### src/rtl/eth_frame_loop_tx_if.sv
// eth_frame_loop_tx_if: one AXI-Stream channel (data, last, valid, ready).
// The same bundle carries the frame bytes, the 48-bit control words and the
// MAC-side output; W sets the data width of each instance.
interface eth_frame_loop_tx_if #(
  parameter int W = 8
);
  logic [W-1:0] tdata;
  logic         tlast;
  logic         tvalid;
  logic         tready;

  modport master (output tdata, output tlast, output tvalid, input tready);
  modport slave  (input tdata, input tlast, input tvalid, output tready);
endinterface

### src/rtl/eth_frame_loop_tx.sv
// eth_frame_loop_tx: TX-domain consumer of the loop FIFO.
// Takes one control word per frame, then forwards or discards that frame.
// Forwarded frames have their L4 and IPv4 checksum bytes patched in flight.
// Runts are zero-padded up to C_MIN_FRAME_SIZE. The MAC appends the FCS.
module eth_frame_loop_tx #(
  parameter int C_MIN_FRAME_SIZE  = 60,
  parameter bit C_FORWARD_BAD_FCS = 1'b0,
  parameter int C_IP_CSUM_OFFSET  = 24
) (
  input  logic                       clk,
  input  logic                       rst_n,
  eth_frame_loop_tx_if.slave         s_axis_frame,
  eth_frame_loop_tx_if.slave         s_axis_ctl,
  eth_frame_loop_tx_if.master        m_axis,
  output logic [31:0]                frames_sent,
  output logic [31:0]                frames_dropped
);

  localparam logic [1:0] ST_IDLE    = 2'd0;
  localparam logic [1:0] ST_FORWARD = 2'd1;
  localparam logic [1:0] ST_PAD     = 2'd2;
  localparam logic [1:0] ST_DISCARD = 2'd3;

  localparam logic [15:0] MIN_LAST = 16'(C_MIN_FRAME_SIZE - 1);
  localparam logic [15:0] IP_HI    = 16'(C_IP_CSUM_OFFSET);
  localparam logic [15:0] IP_LO    = 16'(C_IP_CSUM_OFFSET + 1);

  logic [1:0]  state;
  logic [15:0] idx;
  logic [15:0] idx_inc;
  logic [15:0] ip_csum_q;
  logic [15:0] csum_val_q;
  logic [13:0] csum_pos_q;
  logic [15:0] pos_hi;
  logic [15:0] pos_lo;
  logic        run_q;
  logic        ctl_fire;
  logic        out_fire;
  logic        discard;
  logic [7:0]  base_byte;
  logic [7:0]  out_byte;

  // Handshake qualifiers and the per-frame decision taken from the incoming control word.
  // run_q keeps ctl tready low for the first cycle after reset so every ready output reads 0 in reset.
  always_comb begin
    ctl_fire = (state == ST_IDLE) && run_q && s_axis_ctl.tvalid;
    out_fire = m_axis.tvalid && m_axis.tready;
    discard  = s_axis_ctl.tdata[1] || (s_axis_ctl.tdata[0] && !C_FORWARD_BAD_FCS);
    idx_inc  = (idx == 16'hFFFF) ? idx : idx + 16'd1;
    pos_hi   = {2'b00, csum_pos_q};
    pos_lo   = {2'b00, csum_pos_q} + 16'd1;
  end

  // Checksum substitution by byte position; L4 checksum wins over the IP checksum on overlap.
  // Padding bytes go through the same path so patch offsets inside the pad still get written.
  always_comb begin
    base_byte = (state == ST_FORWARD) ? s_axis_frame.tdata : 8'h00;
    out_byte  = base_byte;
    if (csum_pos_q != 14'd0) begin
      if (idx == pos_hi) begin
        out_byte = csum_val_q[15:8];
      end else if (idx == pos_lo) begin
        out_byte = csum_val_q[7:0];
      end else if (idx == IP_HI) begin
        out_byte = ip_csum_q[15:8];
      end else if (idx == IP_LO) begin
        out_byte = ip_csum_q[7:0];
      end
    end
  end

  // Output and ready steering per state; forwarding is a zero-latency pass-through.
  always_comb begin
    s_axis_ctl.tready   = (state == ST_IDLE) && run_q;
    s_axis_frame.tready = 1'b0;
    m_axis.tvalid       = 1'b0;
    m_axis.tlast        = 1'b0;
    m_axis.tdata        = 8'h00;
    case (state)
      ST_FORWARD: begin
        s_axis_frame.tready = m_axis.tready;
        m_axis.tvalid       = s_axis_frame.tvalid;
        m_axis.tlast        = s_axis_frame.tlast && (idx >= MIN_LAST);
        m_axis.tdata        = out_byte;
      end
      ST_PAD: begin
        m_axis.tvalid = 1'b1;
        m_axis.tlast  = (idx == MIN_LAST);
        m_axis.tdata  = out_byte;
      end
      ST_DISCARD: begin
        s_axis_frame.tready = 1'b1;
      end
      default: begin
      end
    endcase
  end

  // Frame FSM, byte counter, latched control fields and the frame counters.
  always_ff @(posedge clk) begin
    if (!rst_n) begin
      state          <= ST_IDLE;
      idx            <= 16'd0;
      ip_csum_q      <= 16'd0;
      csum_val_q     <= 16'd0;
      csum_pos_q     <= 14'd0;
      run_q          <= 1'b0;
      frames_sent    <= 32'd0;
      frames_dropped <= 32'd0;
    end else begin
      run_q <= 1'b1;
      case (state)
        ST_IDLE: begin
          if (ctl_fire) begin
            ip_csum_q  <= s_axis_ctl.tdata[47:32];
            csum_val_q <= s_axis_ctl.tdata[31:16];
            csum_pos_q <= s_axis_ctl.tdata[15:2];
            idx        <= 16'd0;
            state      <= discard ? ST_DISCARD : ST_FORWARD;
          end
        end
        ST_FORWARD: begin
          if (out_fire) begin
            idx <= idx_inc;
            if (s_axis_frame.tlast) begin
              if (idx >= MIN_LAST) begin
                frames_sent <= frames_sent + 32'd1;
                state       <= ST_IDLE;
              end else begin
                state <= ST_PAD;
              end
            end
          end
        end
        ST_PAD: begin
          if (out_fire) begin
            idx <= idx_inc;
            if (idx == MIN_LAST) begin
              frames_sent <= frames_sent + 32'd1;
              state       <= ST_IDLE;
            end
          end
        end
        ST_DISCARD: begin
          if (s_axis_frame.tvalid && s_axis_frame.tlast) begin
            frames_dropped <= frames_dropped + 32'd1;
            state          <= ST_IDLE;
          end
        end
        default: state <= ST_IDLE;
      endcase
    end
  end

endmodule

### src/flat_wrapper.sv
// flat-port wrapper written by rule: the top's interface ports become plain ports
module eth_frame_loop_tx_flat 
#(
  parameter int C_MIN_FRAME_SIZE  = 60,
  parameter bit C_FORWARD_BAD_FCS = 1'b0,
  parameter int C_IP_CSUM_OFFSET  = 24
)
  (clk, rst_n, frames_sent, frames_dropped, s_axis_frame_tdata, s_axis_frame_tlast, s_axis_frame_tvalid, s_axis_frame_tready, s_axis_ctl_tdata, s_axis_ctl_tlast, s_axis_ctl_tvalid, s_axis_ctl_tready, m_axis_tdata, m_axis_tlast, m_axis_tvalid, m_axis_tready);
  eth_frame_loop_tx_if #(.W(8)) s_axis_frame_i ();
  eth_frame_loop_tx_if #(.W(48)) s_axis_ctl_i ();
  eth_frame_loop_tx_if #(.W(8)) m_axis_i ();
  input  logic clk;
  input  logic rst_n;
  output logic [31:0] frames_sent;
  output logic [31:0] frames_dropped;
  input wire logic [$bits(s_axis_frame_i.tdata)-1:0] s_axis_frame_tdata;
  input wire logic [$bits(s_axis_frame_i.tlast)-1:0] s_axis_frame_tlast;
  input wire logic [$bits(s_axis_frame_i.tvalid)-1:0] s_axis_frame_tvalid;
  output wire logic [$bits(s_axis_frame_i.tready)-1:0] s_axis_frame_tready;
  input wire logic [$bits(s_axis_ctl_i.tdata)-1:0] s_axis_ctl_tdata;
  input wire logic [$bits(s_axis_ctl_i.tlast)-1:0] s_axis_ctl_tlast;
  input wire logic [$bits(s_axis_ctl_i.tvalid)-1:0] s_axis_ctl_tvalid;
  output wire logic [$bits(s_axis_ctl_i.tready)-1:0] s_axis_ctl_tready;
  output wire logic [$bits(m_axis_i.tdata)-1:0] m_axis_tdata;
  output wire logic [$bits(m_axis_i.tlast)-1:0] m_axis_tlast;
  output wire logic [$bits(m_axis_i.tvalid)-1:0] m_axis_tvalid;
  input wire logic [$bits(m_axis_i.tready)-1:0] m_axis_tready;
  assign s_axis_frame_i.tdata = s_axis_frame_tdata;
  assign s_axis_frame_i.tlast = s_axis_frame_tlast;
  assign s_axis_frame_i.tvalid = s_axis_frame_tvalid;
  assign s_axis_frame_tready = s_axis_frame_i.tready;
  assign s_axis_ctl_i.tdata = s_axis_ctl_tdata;
  assign s_axis_ctl_i.tlast = s_axis_ctl_tlast;
  assign s_axis_ctl_i.tvalid = s_axis_ctl_tvalid;
  assign s_axis_ctl_tready = s_axis_ctl_i.tready;
  assign m_axis_tdata = m_axis_i.tdata;
  assign m_axis_tlast = m_axis_i.tlast;
  assign m_axis_tvalid = m_axis_i.tvalid;
  assign m_axis_i.tready = m_axis_tready;
  eth_frame_loop_tx #(.C_MIN_FRAME_SIZE(C_MIN_FRAME_SIZE), .C_FORWARD_BAD_FCS(C_FORWARD_BAD_FCS), .C_IP_CSUM_OFFSET(C_IP_CSUM_OFFSET)) u_core (.clk(clk), .rst_n(rst_n), .s_axis_frame(s_axis_frame_i), .s_axis_ctl(s_axis_ctl_i), .m_axis(m_axis_i), .frames_sent(frames_sent), .frames_dropped(frames_dropped));
endmodule
### config.mk
export PLATFORM = sky130hd
export DESIGN_NAME = eth_frame_loop_tx_flat
export DESIGN_NICKNAME = d
export VERILOG_FILES = /design/src/rtl/eth_frame_loop_tx_if.sv /design/src/rtl/eth_frame_loop_tx.sv /design/src/flat_wrapper.sv
export SDC_FILE = /design/constraint.sdc
export NUM_CORES = 1
export LEC_CHECK = 0
export ABC_AREA = 1
export BUFFER_PORTS_ARGS = -buffer_cell sky130_fd_sc_hd__buf_2
export CAP_MARGIN = 20
export CORE_MARGIN = 2
export CORE_UTILIZATION = 30
export DETAILED_ROUTE_END_ITERATION = 7
export HOLD_SLACK_MARGIN = 0.08
export PLACE_DENSITY_LB_ADDON = 0.12
export SETUP_SLACK_MARGIN = 0.05
export SLEW_MARGIN = 20
export SYNTH_ARGS = -nofsm -noshare
export SYNTH_HDL_FRONTEND = slang
export SYNTH_SLANG_ARGS = --single-unit
### constraint.sdc
create_clock -name clk -period 3.4 [get_ports clk]
set_input_delay 0.51 -clock clk [delete_from_list [all_inputs] [get_ports clk]]
set_output_delay 0.51 -clock clk [all_outputs]
set_load 0.02 [all_outputs]
# Word-level counts from Yosys, hierarchy flattened
# Index checks and enable logic that the tools add are counted.
# totals
regBits,129
wordCells,77
# classes
addsub,4
magnitude_cmp,1
eq_ne,18
muxes,30
n_reduce_logical,16
# op_table
operator,count
$mux W32,5
$add A32 B1 Y32 const B,2
$pmux W32 S2,1
$mux W8,7
$mux W16,3
$eq A16 B5 Y1 const B,2
$pmux W16 S2,1
$add A16 B1 Y16 const B,1
$eq A16 B14 Y1,1
$eq A16 B16 Y1,1
$eq A16 B16 Y1 const B,1
$eq A16 B6 Y1 const B,1
$ge A16 B6 Y1 const B,1
$mux W2,8
$add A14 B1 Y15 const B,1
$reduce_bool A14 Y1,1
$ne A2 B1 Y1 const B,6
$reduce_and A6 Y1,2
$pmux W2 S4,1
$ne A2 B2 Y1 const B,3
$pmux W1 S2,3
$logic_and A1 B1 Y1,5
$eq A2 B2 Y1 const B,2
$reduce_and A2 Y1,2
7 further kinds,8

# Longest topological paths before layout
# logic_depth
ltp_word,8
depth_mapped,15
mapped_depth_nobuf,15

# Least setup slack after synthesis
# No wires, ideal clock.
# synth_timing
kind,flip-flop to output port
startpoint,register u_core.csum_pos_q[1]
endpoint,output port m_axis_tdata[0]
t_arrival_ns,1.873
setup_slack_ns,1.017
path_stages_with_launch,13
cell_sequence,dfxtp_1 ha_1 nand3_1 inv_1 nand3_1 or2_2 nand3_1 nor2_4 nand3_2 nand2_1 nand2_1 nand2_1 a21oi_2
# synth_between
elab_chain_cells,6
# synth_rtl
item,line,rtl
start: declaration,eth_frame_loop_tx.sv:33,logic [13:0] csum_pos_q;
start signal: assignment,eth_frame_loop_tx.sv:117,csum_pos_q <= s_axis_ctl.tdata[15:2];
$add A14 B1 Y15,eth_frame_loop_tx.sv:51,"pos_lo = {2'b00, csum_pos_q} + 16'd1;"
$eq A16 B16 Y1,eth_frame_loop_tx.sv:62,end else if (idx == pos_lo) begin
$mux W8,eth_frame_loop_tx.sv:62,
$mux W8,eth_frame_loop_tx.sv:60,if (idx == pos_hi) begin
$mux W8 (*),eth_frame_loop_tx.sv:59,if (csum_pos_q != 14'd0) begin
$mux W8 (*),eth_frame_loop_tx.sv:79,case (state)
end: declaration,flat_wrapper.sv:24,output wire logic [$bits(m_axis_i.tdata)-1:0] m_axis_tdata;
# Mark *: on every way between the ends. The rest lies on a longest branch, timed or not.

# Worst setup path in the final report
# layout_timing
startpoint,register u_core.csum_pos_q[1]
endpoint,output port m_axis_tdata[1]
# Same word-level chain as after synthesis.

==> flow_summary.json <==
{
  "final_area_sq_mm": 0.00919,
  "required_ns": 2.89,
  "cp_slowest_stage_delay_ns": 0.38,
  "syn_nets": 1227,
  "clockBufferDepth": 2,
  "fin_crit_ns": 3.09,
  "syn_inst": 1152,
  "clk_latency_ns": 0.43,
  "post_route_cells_drive_above_1_share": 0.186,
  "ys_async_sr_fraction": 0,
  "synth_area_leaders": "dfxtp_1 34%, nand2_1 17%, a21oi_1 7.4%, inv_1 5.7%, nor2_1 4.3%",
  "path_cells": "ha_1 > nand3_1 > inv_2 > nand2_2 > nor2_2 > nand2_1 > nand2_1 > nand2_1 > nor2_2 > nand4_1 > nand2_1 > nand2_1 > a21oi_2 > buf_2",
  "synth_commonest_cells": "336 x nand2_1, 129 x dfxtp_1, 115 x inv_1",
  "clock-sinks": 129,
  "drv_slew": 0,
  "syn_area_per_cell_sq_um": 6.55,
  "synth_top_area_frac": 0.342,
  "finish.utilization": 0.368,
  "first_global_vias": 7221,
  "power_density_mw_per_mm2": 553,
  "syn2layout_area_growth_pct": 21.7,
  "netlist.top_cell.by_area": "dfxtp_1",
  "setup-tns-final_ns": 0,
  "vias": 7831,
  "die_x_microns": 163,
  "antenna_found_initial": 0,
  "drt_pre_antenna_iters": 4,
  "dp_hpwl_mm": 17.1,
  "setup_violations": 0,
  "numPortBuffers": 137,
  "io_pins": 139,
  "synth_seq_area_share": 0.342,
  "yosysWarningCount": 0,
  "wl_per_cell_microns": 14.3,
  "totalWireLength_mm": 23.3,
  "stdcell_count": 1628,
  "slew_headroom": 0.593,
  "finalCritPeriodShare": 0.908,
  "die_area_sq_mm": 0.0265,
  "via_per_inst": 4.81,
  "die_h_microns": 163,
  "cpMostUsedCell": "nand2_1",
  "status": "complete, no violations",
  "grt_pass1_wl_mm": 37.2,
  "synth_edf_count": 0,
  "crit_path_max_fanout": 5,
  "ir_worst_vdd_uv": 301,
  "critPathKind": "flip-flop to primary output",
  "drt_iter0_markers": 392,
  "start_util": 0.302,
  "rows": 58,
  "p_leak_nw": 3.80,
  "synth.most_common_cell": "nand2_1",
  "maxCapViolCount": 0,
  "place_inst": 1591,
  "hold_viol_final": 0,
  "skew_ns": 0.0126,
  "cts-htree-levels": 4,
  "fin_nets": 1360,
  "critPathLaunchType": "flip-flop",
  "placed_area_sq_mm": 0.00856,
  "ys_ff_latch": 129,
  "track_usage": 0.176,
  "rsz0062_at_grt": "no",
  "slowest_stage": "dfxtp_2",
  "place.gp.congestion": 0.836,
  "ant_nets": 0,
  "path_clk_slew_ns": 0.07,
  "rrSetupSlack_ns": 0.73,
  "synth.distinct_cells": 44,
  "num_antenna_cells": 0,
  "grt_overflow": 0,
  "fmax_mhz": 324,
  "coreArea_sq_mm": 0.0250,
  "syn_area_sq_mm": 0.00755,
  "critPathCaptureType": "primary output",
  "cts_tree": "built",
  "grt_max_degree": 61,
  "clock-root-buffer": "clkbuf_16",
  "hp-class": "input port to flip-flop",
  "route.detailed.drc": 0,
  "cp.arrival_ns": 2.58,
  "cts_buffers": 17,
  "worst_slew_pin_slew_ns": 0.608,
  "synth_ff_type": "dfxtp_1"
}
==> report_power, final <==
group | leakage (nW) | internal (W) | switching [W] | total [W]
Clock | 0.269 | 0.00104 | 0.000768 | 0.00181
Sequential | 1.05 | 0.00161 | 0.0000927 | 0.00170
Combinational | 2.48 | 0.000483 | 0.00109 | 0.00157
==> kinds of logic after synthesis <==
group | synth area share
XOR/XNOR | 0.0429
adder cells (fa/ha/maj) | 0.0199
flip-flops | 0.342
AND/OR/NAND/NOR | 0.364
AO/OA/AOI/OAI | 0.147
buffers and inverters | 0.0845
==> path summary, 6_finish.rpt <==
kind                                                   startpoint                                  to  depth (start not counted)
worst min register to register   u_core.ip_csum_q[9]$_SDFFE_PN0P_    u_core.ip_csum_q[9]$_SDFFE_PN0P_                          2
worst min-delay path                         s_axis_ctl_tdata[38]    u_core.ip_csum_q[6]$_SDFFE_PN0P_                          3
worst max-delay path            u_core.csum_pos_q[1]$_SDFFE_PN0P_                     m_axis_tdata[1]                         14
worst max register to register       u_core.state[0]$_SDFFE_PN0P_  u_core.frames_sent[4]$_SDFFE_PN0P_                         14
==> placed cells by master, fill, tap and decap left out, types with 8 or more instances in the layout <==
master,count
nand2_1,334
buf_2,137
dfxtp_1,127
inv_1,114
a21oi_1,111
nor2_1,87
o21ai_0,63
nand3_1,54
nand4_1,36
nor3_1,35
xor2_1,28
clkbuf_16,17
nor4_1,15
ha_1,12
buf_4,11
inv_2,10
a21oi_2,10
nand2_2,9
xnor2_1,9
nor2_2,8
o21ai_1,8
==> worst max-delay path, delay by kind of cell, from the launching register on <==
family                   cells  cell delay, ns
adder cells (fa/ha/maj)      1            0.21
AO/OA/AOI/OAI                1            0.15
flip-flops                   1            0.38
AND/OR/NAND/NOR             10            1.09
buffers and inverters        2            0.32
==> metrics by stage <==
step                worst slack (ns)  total power (W)  hold slack (ns)
global placement               0.602          0.00327            0.456
floorplan                       1.02          0.00285            0.425
CTS                            0.141          0.00510            0.312
finish                         0.311          0.00508            0.329
detailed placement             0.613          0.00327            0.458
global route                  0.0680          0.00540            0.319
==> per-layer routing <==
layer  wire length [microns]  vias to the layer above  global-route usage  part of all wire
li1                        -                     4066                   -                 -
met1                   11200                     3559               0.241              0.48
met2                   10600                      180               0.284              0.46
met3                    1120                       26              0.0313             0.048
met4                     349                        0              0.0487             0.015
met5                       0                        -                   0                 0
==> state kept, by name, summed over array words and instances, names as in the netlist <==
register	flops
u_core.state	2
u_core.csum_pos_q	14
u_core.run_q	1
u_core.csum_val_q	16
u_core.frames_dropped	32
u_core.idx	16
u_core.ip_csum_q	16
u_core.frames_sent	32
==> cell type report <==
| cell class | count | area, sq um |
|---|---|---|
| clock buffers | 19 | 443 |
| repair buffers | 149 | 788 |
| inverters | 126 | 477 |
| flip-flops and latches | 129 | 2580 |
| well taps | 330 | 413 |
| fillers | 2800 | 15800 |
| clock inverters | 13 | 129 |
| multi-input cells | 862 | 4350 |
==> what timing repair did <==
| item | CTS | global route |
|---|---|---|
| gates resized for setup | 0 | 7 |
| endpoints found under the setup margin | 0 | 8 |
| buffers inserted | 0 | 4 |
| hold buffers | 0 | 0 |
Power figures use the tool's default switching activity.
